### config.mk
export PLATFORM = sky130hd
export DESIGN_NAME = seg7_octal_scan
export DESIGN_NICKNAME = d
export VERILOG_FILES = /design/src/rtl/seg7_octal_scan.sv
export SDC_FILE = /design/constraint.sdc
export NUM_CORES = 1
export LEC_CHECK = 0
export BUFFER_PORTS_ARGS = -buffer_cell sky130_fd_sc_hd__buf_2
export CAP_MARGIN = 20
export CORE_MARGIN = 4
export CORE_UTILIZATION = 40
export DETAILED_ROUTE_END_ITERATION = 10
export PLACE_DENSITY = 0.66
export SLEW_MARGIN = 40
export SYNTH_ARGS = -nofsm -noshare
export SYNTH_HDL_FRONTEND = slang
export SYNTH_SLANG_ARGS = --single-unit
### constraint.sdc
create_clock -name clk -period 4.5 [get_ports clk]
set_clock_uncertainty 0.1 [all_clocks]
set_input_delay 1.125 -clock clk [delete_from_list [all_inputs] [get_ports clk]]
set_output_delay 1.125 -clock clk [all_outputs]
set_load 0.005 [all_outputs]
### src/rtl/seg7_octal_scan.sv
// seg7_octal_scan
//   Multiplexed 4-digit 7-segment driver showing a 48-bit BESM-6 word as
//   16 octal digits, one 4-digit window at a time. The word is captured on
//   a load strobe; two debounced push buttons step the window.
//
// Ports:
//   clk       system clock (100 MHz)
//   rst_n     asynchronous active-low reset
//   value     48-bit word, captured while load=1
//   load      snapshot strobe
//   btn_next  raw button, window + 1 (mod 4)
//   btn_prev  raw button, window - 1 (mod 4)
//   seg       segments a..g on seg[0]..seg[6], active low, registered
//   dp        decimal point, active low, registered; lit on the digit whose
//             position equals the window number
//   an        digit anodes, active low, an[0] rightmost, registered
//   window    current window index
//
// Optional feature: define SEG7_ZERO_BLANK_EN to blank leading zero digits
// (digit 0 is never blanked, dp is unaffected).
module seg7_octal_scan #(
    parameter int unsigned REFRESH_DIV = 100000,
    parameter int unsigned DEBOUNCE    = 1000000
) (
    input  logic        clk,
    input  logic        rst_n,
    input  logic [47:0] value,
    input  logic        load,
    input  logic        btn_next,
    input  logic        btn_prev,
    output logic [6:0]  seg,
    output logic        dp,
    output logic [3:0]  an,
    output logic [1:0]  window
);

    localparam int unsigned RW = (REFRESH_DIV > 1) ? $clog2(REFRESH_DIV) : 1;
    localparam int unsigned DW = (DEBOUNCE > 1) ? $clog2(DEBOUNCE) : 1;

    logic [47:0]   snap;
    logic [RW-1:0] slot_cnt;
    logic [1:0]    pos;

    // Button conditioning; bit 0 = next, bit 1 = prev.
    logic [1:0]    sync1;
    logic [1:0]    sync2;
    logic [1:0]    accepted;
    logic [1:0]    accepted_d;
    logic [DW-1:0] db_cnt [2];
    logic [1:0]    pulse;

    logic [3:0]    idx;
    logic [5:0]    shamt;
    logic [2:0]    digit;
    logic [6:0]    pattern;
    logic          blank;
    logic [15:0]   lead_zero;

    // Snapshot register
    always_ff @(posedge clk or negedge rst_n) begin
        if (!rst_n) begin
            snap <= '0;
        end else if (load) begin
            snap <= value;
        end
    end

    // Synchronizer + debounce. The counter only advances while the
    // synchronized level disagrees with the accepted one, so any return to
    // the accepted level before DEBOUNCE cycles restarts the count.
    always_ff @(posedge clk or negedge rst_n) begin
        if (!rst_n) begin
            sync1      <= '0;
            sync2      <= '0;
            accepted   <= '0;
            accepted_d <= '0;
            db_cnt[0]  <= '0;
            db_cnt[1]  <= '0;
        end else begin
            sync1      <= {btn_prev, btn_next};
            sync2      <= sync1;
            accepted_d <= accepted;
            for (int unsigned i = 0; i < 2; i++) begin
                if (sync2[i] == accepted[i]) begin
                    db_cnt[i] <= '0;
                end else if (db_cnt[i] == DW'(DEBOUNCE - 1)) begin
                    accepted[i] <= sync2[i];
                    db_cnt[i]   <= '0;
                end else begin
                    db_cnt[i] <= db_cnt[i] + 1'b1;
                end
            end
        end
    end

    assign pulse = accepted & ~accepted_d;

    // Window index; simultaneous next/prev pulses cancel.
    always_ff @(posedge clk or negedge rst_n) begin
        if (!rst_n) begin
            window <= '0;
        end else if (pulse[0] && !pulse[1]) begin
            window <= window + 2'd1;
        end else if (pulse[1] && !pulse[0]) begin
            window <= window - 2'd1;
        end
    end

    // Slot counter and digit position
    always_ff @(posedge clk or negedge rst_n) begin
        if (!rst_n) begin
            slot_cnt <= '0;
            pos      <= '0;
        end else if (slot_cnt == RW'(REFRESH_DIV - 1)) begin
            slot_cnt <= '0;
            pos      <= pos + 2'd1;
        end else begin
            slot_cnt <= slot_cnt + 1'b1;
        end
    end

    // Digit selection: digit index is 4*window + pos, bit offset 3*index.
    always_comb begin
        idx   = {window, pos};
        shamt = {1'b0, idx, 1'b0} + {2'b00, idx};
        digit = snap[shamt +: 3];
    end

    // lead_zero[k]: digit k and all more-significant digits are zero.
    always_comb begin
        lead_zero     = '0;
        lead_zero[15] = (snap[47:45] == 3'd0);
        for (int unsigned i = 0; i < 15; i++) begin
            lead_zero[14 - i] = lead_zero[15 - i] && (snap[3 * (14 - i) +: 3] == 3'd0);
        end
    end

`ifdef SEG7_ZERO_BLANK_EN
    assign blank = lead_zero[idx] && (idx != 4'd0);
`else
    assign blank = 1'b0;
`endif

    // Active-low gfedcba patterns for octal digits
    always_comb begin
        pattern = 7'h7F;
        case (digit)
            3'd0: pattern = 7'b1000000;
            3'd1: pattern = 7'b1111001;
            3'd2: pattern = 7'b0100100;
            3'd3: pattern = 7'b0110000;
            3'd4: pattern = 7'b0011001;
            3'd5: pattern = 7'b0010010;
            3'd6: pattern = 7'b0000010;
            3'd7: pattern = 7'b1111000;
            default: pattern = 7'h7F;
        endcase
    end

    // Registered outputs, all derived from the same pos. Count 0 of each
    // slot turns every anode off to avoid ghosting between digits.
    always_ff @(posedge clk or negedge rst_n) begin
        if (!rst_n) begin
            seg <= 7'h7F;
            dp  <= 1'b1;
            an  <= 4'hF;
        end else begin
            seg <= blank ? 7'h7F : pattern;
            dp  <= (pos != window);
            an  <= (slot_cnt == '0) ? 4'hF : ~(4'b0001 << pos);
        end
    end

endmodule

### Word-level counts from Yosys, hierarchy flattened

Memory sizes are Yosys's and may differ from the RTL's. A register that Yosys moved wholly into a read port is not among the register bits.
Index checks and enable logic that the tools add are counted.

| cells by class | value |
|---|---|
| shift operators | 2 |
| bitwise operators | 5 |
| add/sub/neg operators | 7 |
| multiplexer cells | 8 |
| equality and inequality tests | 6 |
| reduce and logical (&&, ||, !) cells | 9 |

Operators by type and width:

| cell | number |
|---|---|
| $mux 20 | 4 |
| $shiftx 48x7->3 | 1 |
| $add 20x1->20 const B | 2 |
| $eq 20x20->1 const B | 2 |
| $add 17x1->17 const B | 1 |
| $eq 17x17->1 const B | 1 |
| $logic_not 17->1 | 1 |
| $mux 17 | 1 |
| $add 5x4->6 | 1 |
| $add 2x1->2 const B | 2 |
| $mux 2 | 2 |
| $mux 4 | 1 |
| $not 4->4 | 1 |
| $reduce_and 2->1 | 2 |
| $shl 1x2->4 const A | 1 |
| $logic_not 1->1 | 3 |
| $and 2x2->2 | 1 |
| $eq 1x1->1 | 2 |
| $logic_and 1x1->1 | 2 |
| $ne 2x2->1 | 1 |
| $not 1->1 | 2 |
| $not 2->2 | 1 |
| $reduce_bool 2->1 | 1 |
| $sub 2x1->2 const B | 1 |

| storage, ports and cells | value |
|---|---|
| bits of input ports | 53 |
| word-level logic and storage cells | 51 |
| output and inout bits | 14 |
| register bits after elaboration | 122 |
| memory bits (read-only) | 56 |
| memories kept | 1 |

Memory list:

| name | words | bits a word | rd ports | clocked after memory_dff | write ports | line | source |
|---|---|---|---|---|---|---|---|
| (no name shown) | 8 | 7 | 1 | 1 | 0 | 147 | `case (digit)` |

### Depth between registers and ports, before layout

Gate-level depths: netlist of run 1.

| depth | value |
|---|---|
| depth in word-level cells | 6 |
| mapped depth | 16 |
| depth with buffers taken out | 12 |

### Worst setup path after synthesis of run 1

Ideal clock, no wire load.

| timing | value |
|---|---|
| path kind | reg-to-reg |
| from | register pos[0] |
| to | register seg[3] |
| arrival | 3.611 ns |
| stages on the path, launching flop included | 14 |
| setup slack | 0.707 ns |
| clock period less this slack | 3.793 ns |
| path buffers | 4 |
| setup time | 0.082 ns |
| required time | 4.318 ns |
| cells stage by stage | dfrtp_1 > buf_4 > buf_2 > inv_2 > ha_1 > buf_2 > clkbuf_8 > mux4_2 > a211oi_1 > a2111oi_0 > a211oi_1 > inv_1 > ha_1 > mux2_2 |

| on the way | value |
|---|---|
| cells in the longest elaborated chain, start to end | 2 |

RTL lines:

| what | line | source |
|---|---|---|
| from (decl) | 42 | `logic [1:0] pos;` |
| from (signal assigned) | 116 | `pos <= pos + 2'd1;` |
| $add 5x4->6 | 125 | `shamt = {1'b0, idx, 1'b0} + {2'b00, idx};` |
| named net shamt[1] | 53 | `logic [5:0] shamt;` |
| $shiftx 48x7->3 | 126 | `digit = snap[shamt +: 3];` |
| to (decl) | 31 | `output logic [6:0] seg,` |

The timed path passes the listed nets, and every way through them passes these cells.
A chain may end at the register's enable or synchronous reset.

### Final worst setup path of run 1

| timing | value |
|---|---|
| from | register pos[1] |
| to | register seg[3] |

| on the way | value |
|---|---|
| cells in the longest elaborated chain, start to end | 2 |

RTL lines:

| what | line |
|---|---|
| $add 5x4->6 | 125 |
| $shiftx 48x7->3 | 126 |

Every way passes these cells.

==> results by group, run 1 <==
Outcome
  • Status: finished clean

Clock network
  • CTS tree: yes
  • Clk buf depth: 2
  • Clk slew on worst S/H paths: 0.06 ns
  • Post-CTS Setup Bufs: 0
  • Hold buffers post-CTS: 0
  • CTS H-tree lvls: 4
  • Cts repair resizes: 0
  • Cts bufs inserted: 17
  • Clock sink total: 129
  • CTS root buf: clkbuf_16
  • Clock latency on the worst-skew pair: roughly 0.43 ns

Cells and area
  • Area growth from synthesis to layout: 17.52%
  • Final #Nets: a little under 700
  • Antenna Cells: 0
  • FILL cells: ~1500
  • Multi-input logic area: ~3300 sq um
  • Fraction of layout cells with a size suffix above 1: 0.3354
  • Post-Layout Inst Area: roughly 8000 sq um
  • Area occupied by registers: 3243 sq um

Route
  • Detailed Routing Iterations Pass 1: 4
  • Post-route ant nets: 0
  • DRC: 0
  • First DRT Iteration DRCs: 291
  • Routed via count: 4565
  • Routed wire length per instance: ~17 um
  • Routed wire length: 14780 um
  • Vias/cell: 5.339

GRT
  • First-pass GRT wire length: 24790 um
  • Total grt overflow: 0
  • GRT Overall Usage: 0.1617
  • Largest net degree at the start of global routing: 78
  • Vias in the first global route: 4936
  • Antenna violations before repair: 0

Synthesis
  • Mapped cell area: 6771 sq um
  • Synth unique cells: 55
  • Asr flop ratio synth: 1.000
  • Post-synth EDFFs: 0
  • Yosys warns: 0
  • Number of synthesized register bits: roughly 130
  • Main synth FF type: dfrtp_1
  • Syn_nets: 621
  • Mapped Avg Cell Area: roughly 12 sq um
  • Post-synthesis sequential area ratio: 0.4789
  • Mapped Cells: 550

Pwr
  • Worst VDD drop: 260.8 uV
  • Clock power frac: 0.491
  • Combinational share of power: 0.075
  • Sw power: 716.8 uW
  • Design internal power: about 2.2 mW
  • Power Density: around 370 nW/um^2
  • Lkg Pwr: 3.476 nW
  • Flop pwr share: 0.434
  • Switch share: 0.2423

Floorplan
  • Initial Utilization: 0.4083
  • I/O pin cnt: 67
  • Row Count: 47
  • Die height: approximately 140 um
  • DIE WIDTH: 138.1 um
  • Die area: around 19000 sq um
  • Core Footprint: between 15000 and 20000 sq um

Hold path
  • Worst Hold Depth: 0
  • Hold crit path type: flip-flop to flip-flop

Worst setup path
  • Reg2Reg Depth: 11
  • Worst EP required: 4.75 ns
  • Critical Path Source Type: flip-flop
  • Crit Path Class: flip-flop to flip-flop
  • Crit path max fanout: 12
  • Worst EP arrival: 4.34 ns
  • Critical Path End Type: flip-flop

Placed design
  • Final GP Congestion: 0.8646
  • Area after DPL: 7335 sq um
  • Port bufs: 66
  • Post-DP HPWL: ~11000 um

Timing
  • Slew headroom: 0.5196
  • Endpoints failing setup: 0
  • TNS Setup: 0 ns
  • Min Clock Period, post-route: 4.085 ns
  • Max Clk Rate: 0.2448 GHz
  • Final Hold Fails: 0
  • Least-Margin Pin Slew: just over 0.7 ns
  • Final Cycle Share: 0.9077
  • Slew Viols, Final: 0
  • RSZ-0062 raised after global routing: false

Run
  • Max_cap viols: 0
state kept, by name, summed over array words and instances, names as in the netlist:
signal / flops
accepted: 2
accepted_d: 2
an: 4
db_cnt: 40
dp: 1
pos: 2
seg: 7
slot_cnt: 17
snap: 48
sync1: 2
sync2: 2
window: 2
cell type report:
type | instances | area share
inverters | 16 | 0.007547
clock inverters | 15 | 0.02484
multi-input cells | 384 | 0.4203
well taps | 220 | 0.03459
repair buffers | 74 | 0.05173
clock buffers | 17 | 0.05346
flip-flops and latches | 129 | 0.4075
cells in the mapped netlist (all sizes together) (6+ instances only):
library cell | count | area (sq um)
inv | 16 | 60.05
xor2 | 33 | 296.5
nand4 | 6 | 37.54
xnor2 | 24 | 210.2
clkbuf | 14 | 82.58
mux2 | 54 | 608.1
nor2 | 55 | 206.5
mux2i | 15 | 150.1
nor3 | 7 | 35.03
dfrtp | 117 | 2928
ha | 17 | 212.7
dfstp | 12 | 315.3
nor4 | 8 | 50.05
mux4 | 33 | 757.0
nand3 | 22 | 110.1
and3 | 10 | 62.56
buf | 7 | 41.29
o21ai | 6 | 30.03
and4 | 6 | 53.80
nand2 | 43 | 161.4
metrics by stage:
step                hold slack, ns  setup slack, ns  cells  total power [mW]  utilization
floorplan                   0.2312           0.7072    550             1.421            -
global placement            0.2374           0.7144    823             1.515       0.4419
detailed placement          0.2403           0.4553    823             1.527       0.4423
CTS                         0.2544           0.4205    855             2.993       0.4799
global route                0.2596           0.1094    855             3.075       0.4799
finish                      0.2538           0.4153    855             2.958       0.4799
layer usage:
layer | part of all wire | global-route usage
met5 | 0 | 0
met4 | 0.024 | 0.06760
met3 | 0.045 | 0.04454
met2 | 0.49 | 0.2644
met1 | 0.44 | 0.2035
critical path, stage by stage (launching register included):
cell,delay (ns)
dfrtp_1,0.44
ha_1,0.23
inv_1,0.07
fa_1,0.85
mux4_2,0.39
and2_1,0.17
a211oi_1,0.27
a2111oi_0,0.10
a211oi_1,0.60
inv_1,0.17
ha_1,0.35
mux2_2,0.27
final timing paths:
kind	start	endpoint	slack, ns
max reg2reg	pos[1]	seg[3]	0.42
min reg2reg	sync1[0]	sync2[0]	0.25
min in group asynchronous	rst_n	db_cnt[11]	0.62
max in group asynchronous	rst_n	snap[19]	2.93
max	pos[1]	seg[3]	0.42
min	sync1[0]	sync2[0]	0.25
placed cells by master, fill, tap and decap left out, types with 5 or more instances in the layout:
| master | Yosys | layout |
|---|---|---|
| xnor2_1 | 24 | 24 |
| o21ai_0 | 6 | 6 |
| nor2_1 | 55 | 55 |
| mux2_2 | 54 | 54 |
| nand2_1 | 43 | 43 |
| mux2i_1 | 15 | 15 |
| clkbuf_16 | 0 | 17 |
| ha_1 | 17 | 17 |
| inv_6 | 0 | 5 |
| dfstp_2 | 12 | 12 |
| nand3_1 | 22 | 22 |
| and4_1 | 5 | 5 |
| buf_2 | 3 | 64 |
| a21oi_1 | 5 | 5 |
| inv_1 | 15 | 15 |
| dfrtp_1 | 117 | 117 |
| mux4_2 | 29 | 29 |
| buf_4 | 1 | 8 |
| xor2_1 | 32 | 32 |
| nor3_1 | 7 | 7 |
| and3_1 | 10 | 10 |
| nor4_1 | 8 | 8 |
| nand4_1 | 6 | 6 |
logic make-up after synthesis:
group                      synth area share
AOI/OAI and AO/OA                   0.02605
xor gates and xnor gates            0.07483
adders and majority gates           0.03437
buffers and inverters               0.02716
DFF                                  0.4789
muxes                                0.2238
and+or+nand+nor                      0.1349
power by group through the flow:
| stage | clock, mW | sequential [mW] | combinational, mW |
|---|---|---|---|
| after global routing | 1.54 | 1.29 | 0.247 |
| after global placement | 0 | 1.30 | 0.216 |
| after floorplan | 0 | 1.28 | 0.141 |
| after CTS | 1.48 | 1.28 | 0.227 |
| final | 1.45 | 1.28 | 0.222 |
| after detailed placement | 0 | 1.30 | 0.224 |
No activity file was read; power rests on OpenSTA's default activity.
==> inputs of run 2 (changes only) <==
- CORE_ASPECT_RATIO: default -> 1.1
==> run 2 against run 1 <==
First-iteration DRC count decreased by 1.4%. Die area about the same. Fmax about the same. Combinational power about the same. Critical path depth unchanged. Global-route usage increased by 0.13 points. Worst setup slack got worse by 0.0013 ns. Clock power about the same. Cell area decreased by 0.14%.
==> results by group, run 2 (same netlist as run 1, synthesis figures left out) <==
Worst setup path
  • Crit Path Class: flip-flop to flip-flop (unchanged)
  • Worst EP arrival: 4.32 ns (was 4.34 ns)
  • Reg2Reg Depth: 11 (unchanged)
  • Worst EP required: 4.73 ns (was 4.75 ns)
  • Crit path from: pos[0] (was pos[1])
  • Critical Path End Type: flip-flop (unchanged)
  • FF-to-FF setup slack: 0.41 ns (was 0.42 ns)
  • Crit path max fanout: 10 (was 12)
  • Reg2reg end: seg[3] (unchanged)
  • Crit path to: seg[3] (unchanged)
  • Worst r2r src: pos[0] (was pos[1])
  • Critical Path Source Type: flip-flop (unchanged)

Cells and area
  • Post-Layout Inst Area: 7946 sq um (was 7958 sq um)
  • Max reg flops: 48 (unchanged)
  • Antenna Cells: 0 (unchanged)
  • Finished Core Util: 0.4818 (was 0.4799)
  • FILL cells: 1446 (was 1523)
  • Largest Register: snap (unchanged)
  • Fraction of layout cells with a size suffix above 1: 0.3323 (was 0.3354)
  • Most frequent cells in the layout: dfrtp_1, buf_2, nor2_1 (unchanged)
  • Registers with the most flip-flops: snap x48, db_cnt x40, slot_cnt x17 (unchanged)
  • Area growth from synthesis to layout: 17.35% (was 17.52%)
  • Most common cell after layout, fill and taps aside: dfrtp_1 (unchanged)
  • Final #Nets: 693 (unchanged)

GRT
  • Largest net degree at the start of global routing: 72 (was 78)
  • Total grt overflow: 0 (unchanged)
  • First-pass GRT wire length: 24560 um (was 24790 um)
  • GRT Overall Usage: 0.1630 (was 0.1617)
  • Antenna violations before repair: 0 (unchanged)
  • Vias in the first global route: 4797 (was 4936)

Timing
  • Endpoints failing setup: 0 (unchanged)
  • RSZ-0062 raised after global routing: false (unchanged)
  • Min Clock Period, post-route: 4.086 ns (was 4.085 ns)
  • Final Cycle Share: 0.9080 (was 0.9077)
  • Least-Margin Pin Slew: 0.7602 ns (was 0.7140 ns)
  • Slew headroom: 0.4885 (was 0.5196)
  • Final Hold Fails: 0 (unchanged)
  • Slew Viols, Final: 0 (unchanged)
  • Final WS setup: 0.4140 ns (was 0.4153 ns)
  • TNS Setup: 0 ns (unchanged)
  • Max Clk Rate: 0.2447 GHz (was 0.2448 GHz)

Floorplan
  • Die area: 19080 sq um (was 19070 sq um)
  • I/O pin cnt: 67 (unchanged)
  • Die height: 144.5 um (was 138.1 um)
  • Row Count: 49 (was 47)
  • Core Footprint: 16490 sq um (was 16580 sq um)
  • DIE WIDTH: 132.1 um (was 138.1 um)
  • Initial Utilization: 0.4106 (was 0.4083)

Route
  • DRC: 0 (unchanged)
  • Routed via count: 4548 (was 4565)
  • Routed wire length per instance: 17.27 um (was 17.28 um)
  • Routed wire length: 14490 um (was 14780 um)
  • Vias/cell: 5.421 (was 5.339)
  • Detailed Routing Iterations Pass 1: 4 (unchanged)
  • First DRT Iteration DRCs: 287 (was 291)
  • Post-route ant nets: 0 (unchanged)

Clock network
  • CTS tree: yes (unchanged)
  • Clock latency on the worst-skew pair: 0.42 ns (was 0.43 ns)
  • Hold buffers post-CTS: 0 (unchanged)
  • Clock sink total: 129 (unchanged)
  • Clk slew on worst S/H paths: 0.06 ns (about the same)
  • Post-CTS Setup Bufs: 0 (unchanged)
  • Clk buf depth: 2 (unchanged)
  • CTS root buf: clkbuf_16 (unchanged)
  • CTS H-tree lvls: 4 (unchanged)
  • Cts repair resizes: 0 (unchanged)
  • Cts bufs inserted: 17 (unchanged)

Pwr
  • Switch share: 0.2166 (was 0.2423)
  • Worst VDD drop: 307.4 uV (was 260.8 uV)
  • Sw power: 641.8 uW (was 716.8 uW)
  • Combinational share of power: 0.074 (was 0.075)
  • Design internal power: 2.321 mW (was 2.241 mW)
  • Lkg Pwr: 3.479 nW (was 3.476 nW)
  • Flop pwr share: 0.434 (about the same)
  • Pwr Total: 2.962 mW (was 2.958 mW)
  • Power Density: 372.8 nW/um^2 (was 371.7 nW/um^2)
  • Clock power frac: 0.492 (was 0.491)

Placed design
  • Port bufs: 66 (unchanged)
  • Final GP Congestion: 0.8859 (was 0.8646)
  • Post-DP HPWL: 10480 um (was 10580 um)
  • Area after DPL: 7311 sq um (was 7335 sq um)
  • Worst slack, placed: 0.4112 ns (was 0.4553 ns)

Outcome
  • Status: finished clean (unchanged)

Run
  • Max_cap viols: 0 (unchanged)

Hold path
  • Hold crit path type: flip-flop to flip-flop (unchanged)
## run 2: cell type report
cell class,count,area (sq um),share of cell area
Clock inverter,10,157.7,0.01984
Sequential cell,129,3243,0.4081
Timing Repair Buffer,74,411.6,0.05180
Tap cell,204,255.2,0.03212
Multi-Input combinational cell,384,3344,0.4209
Clock buffer,22,474.2,0.05968
Inverter,16,60.06,0.007558
## run 2: power groups by stage
stage | sequential [mW] | clock [mW] | combinational, mW
after floorplan | 1.28 | 0 | 0.141
after global placement | 1.30 | 0 | 0.215
after detailed placement | 1.30 | 0 | 0.223
after CTS | 1.29 | 1.49 | 0.224
after global routing | 1.29 | 1.55 | 0.244
final | 1.29 | 1.46 | 0.219
## run 2: how the worst min path moves through the flow
stage / cells after the start / slack (ns) / start / endpoint
2_1_floorplan: 0 / 0.23 / sync1[0] / sync2[0]
3_3_place_gp: 0 / 0.24 / sync1[0] / sync2[0]
3_5_place_dp: 0 / 0.24 / sync1[0] / sync2[0]
4_1_cts: 0 / 0.25 / sync1[0] / sync2[0]
5_1_grt: 0 / 0.26 / sync1[0] / sync2[0]
6_report: 0 / 0.25 / sync1[0] / sync2[0]
## run 2: per-layer routing
metal,global-route usage,share of wire,vias to the layer above
li1,-,-,2115
met1,0.2094,0.45,2320
met2,0.2669,0.49,99
met3,0.04906,0.045,14
met4,0.05307,0.014,0
met5,0,0,-
## run 2: critical path, stage by stage (launching register included)
cell and delay (ns):
dfrtp_1 0.57, ha_1 0.27, inv_1 0.06, fa_1 0.76, buf_4 0.25, mux2i_1 0.25
mux4_2 0.27, a2111oi_0 0.10, a211oi_1 0.61, inv_1 0.15, ha_1 0.34, mux2_2 0.27
## run 2: stage by stage
step / hold slack (ns) / cells
after global routing: 0.2625 / 839
after global placement: 0.2388 / 807
after CTS: 0.2534 / 839
after floorplan: 0.2312 / 550
after detailed placement: 0.2402 / 807
final: 0.2523 / 839
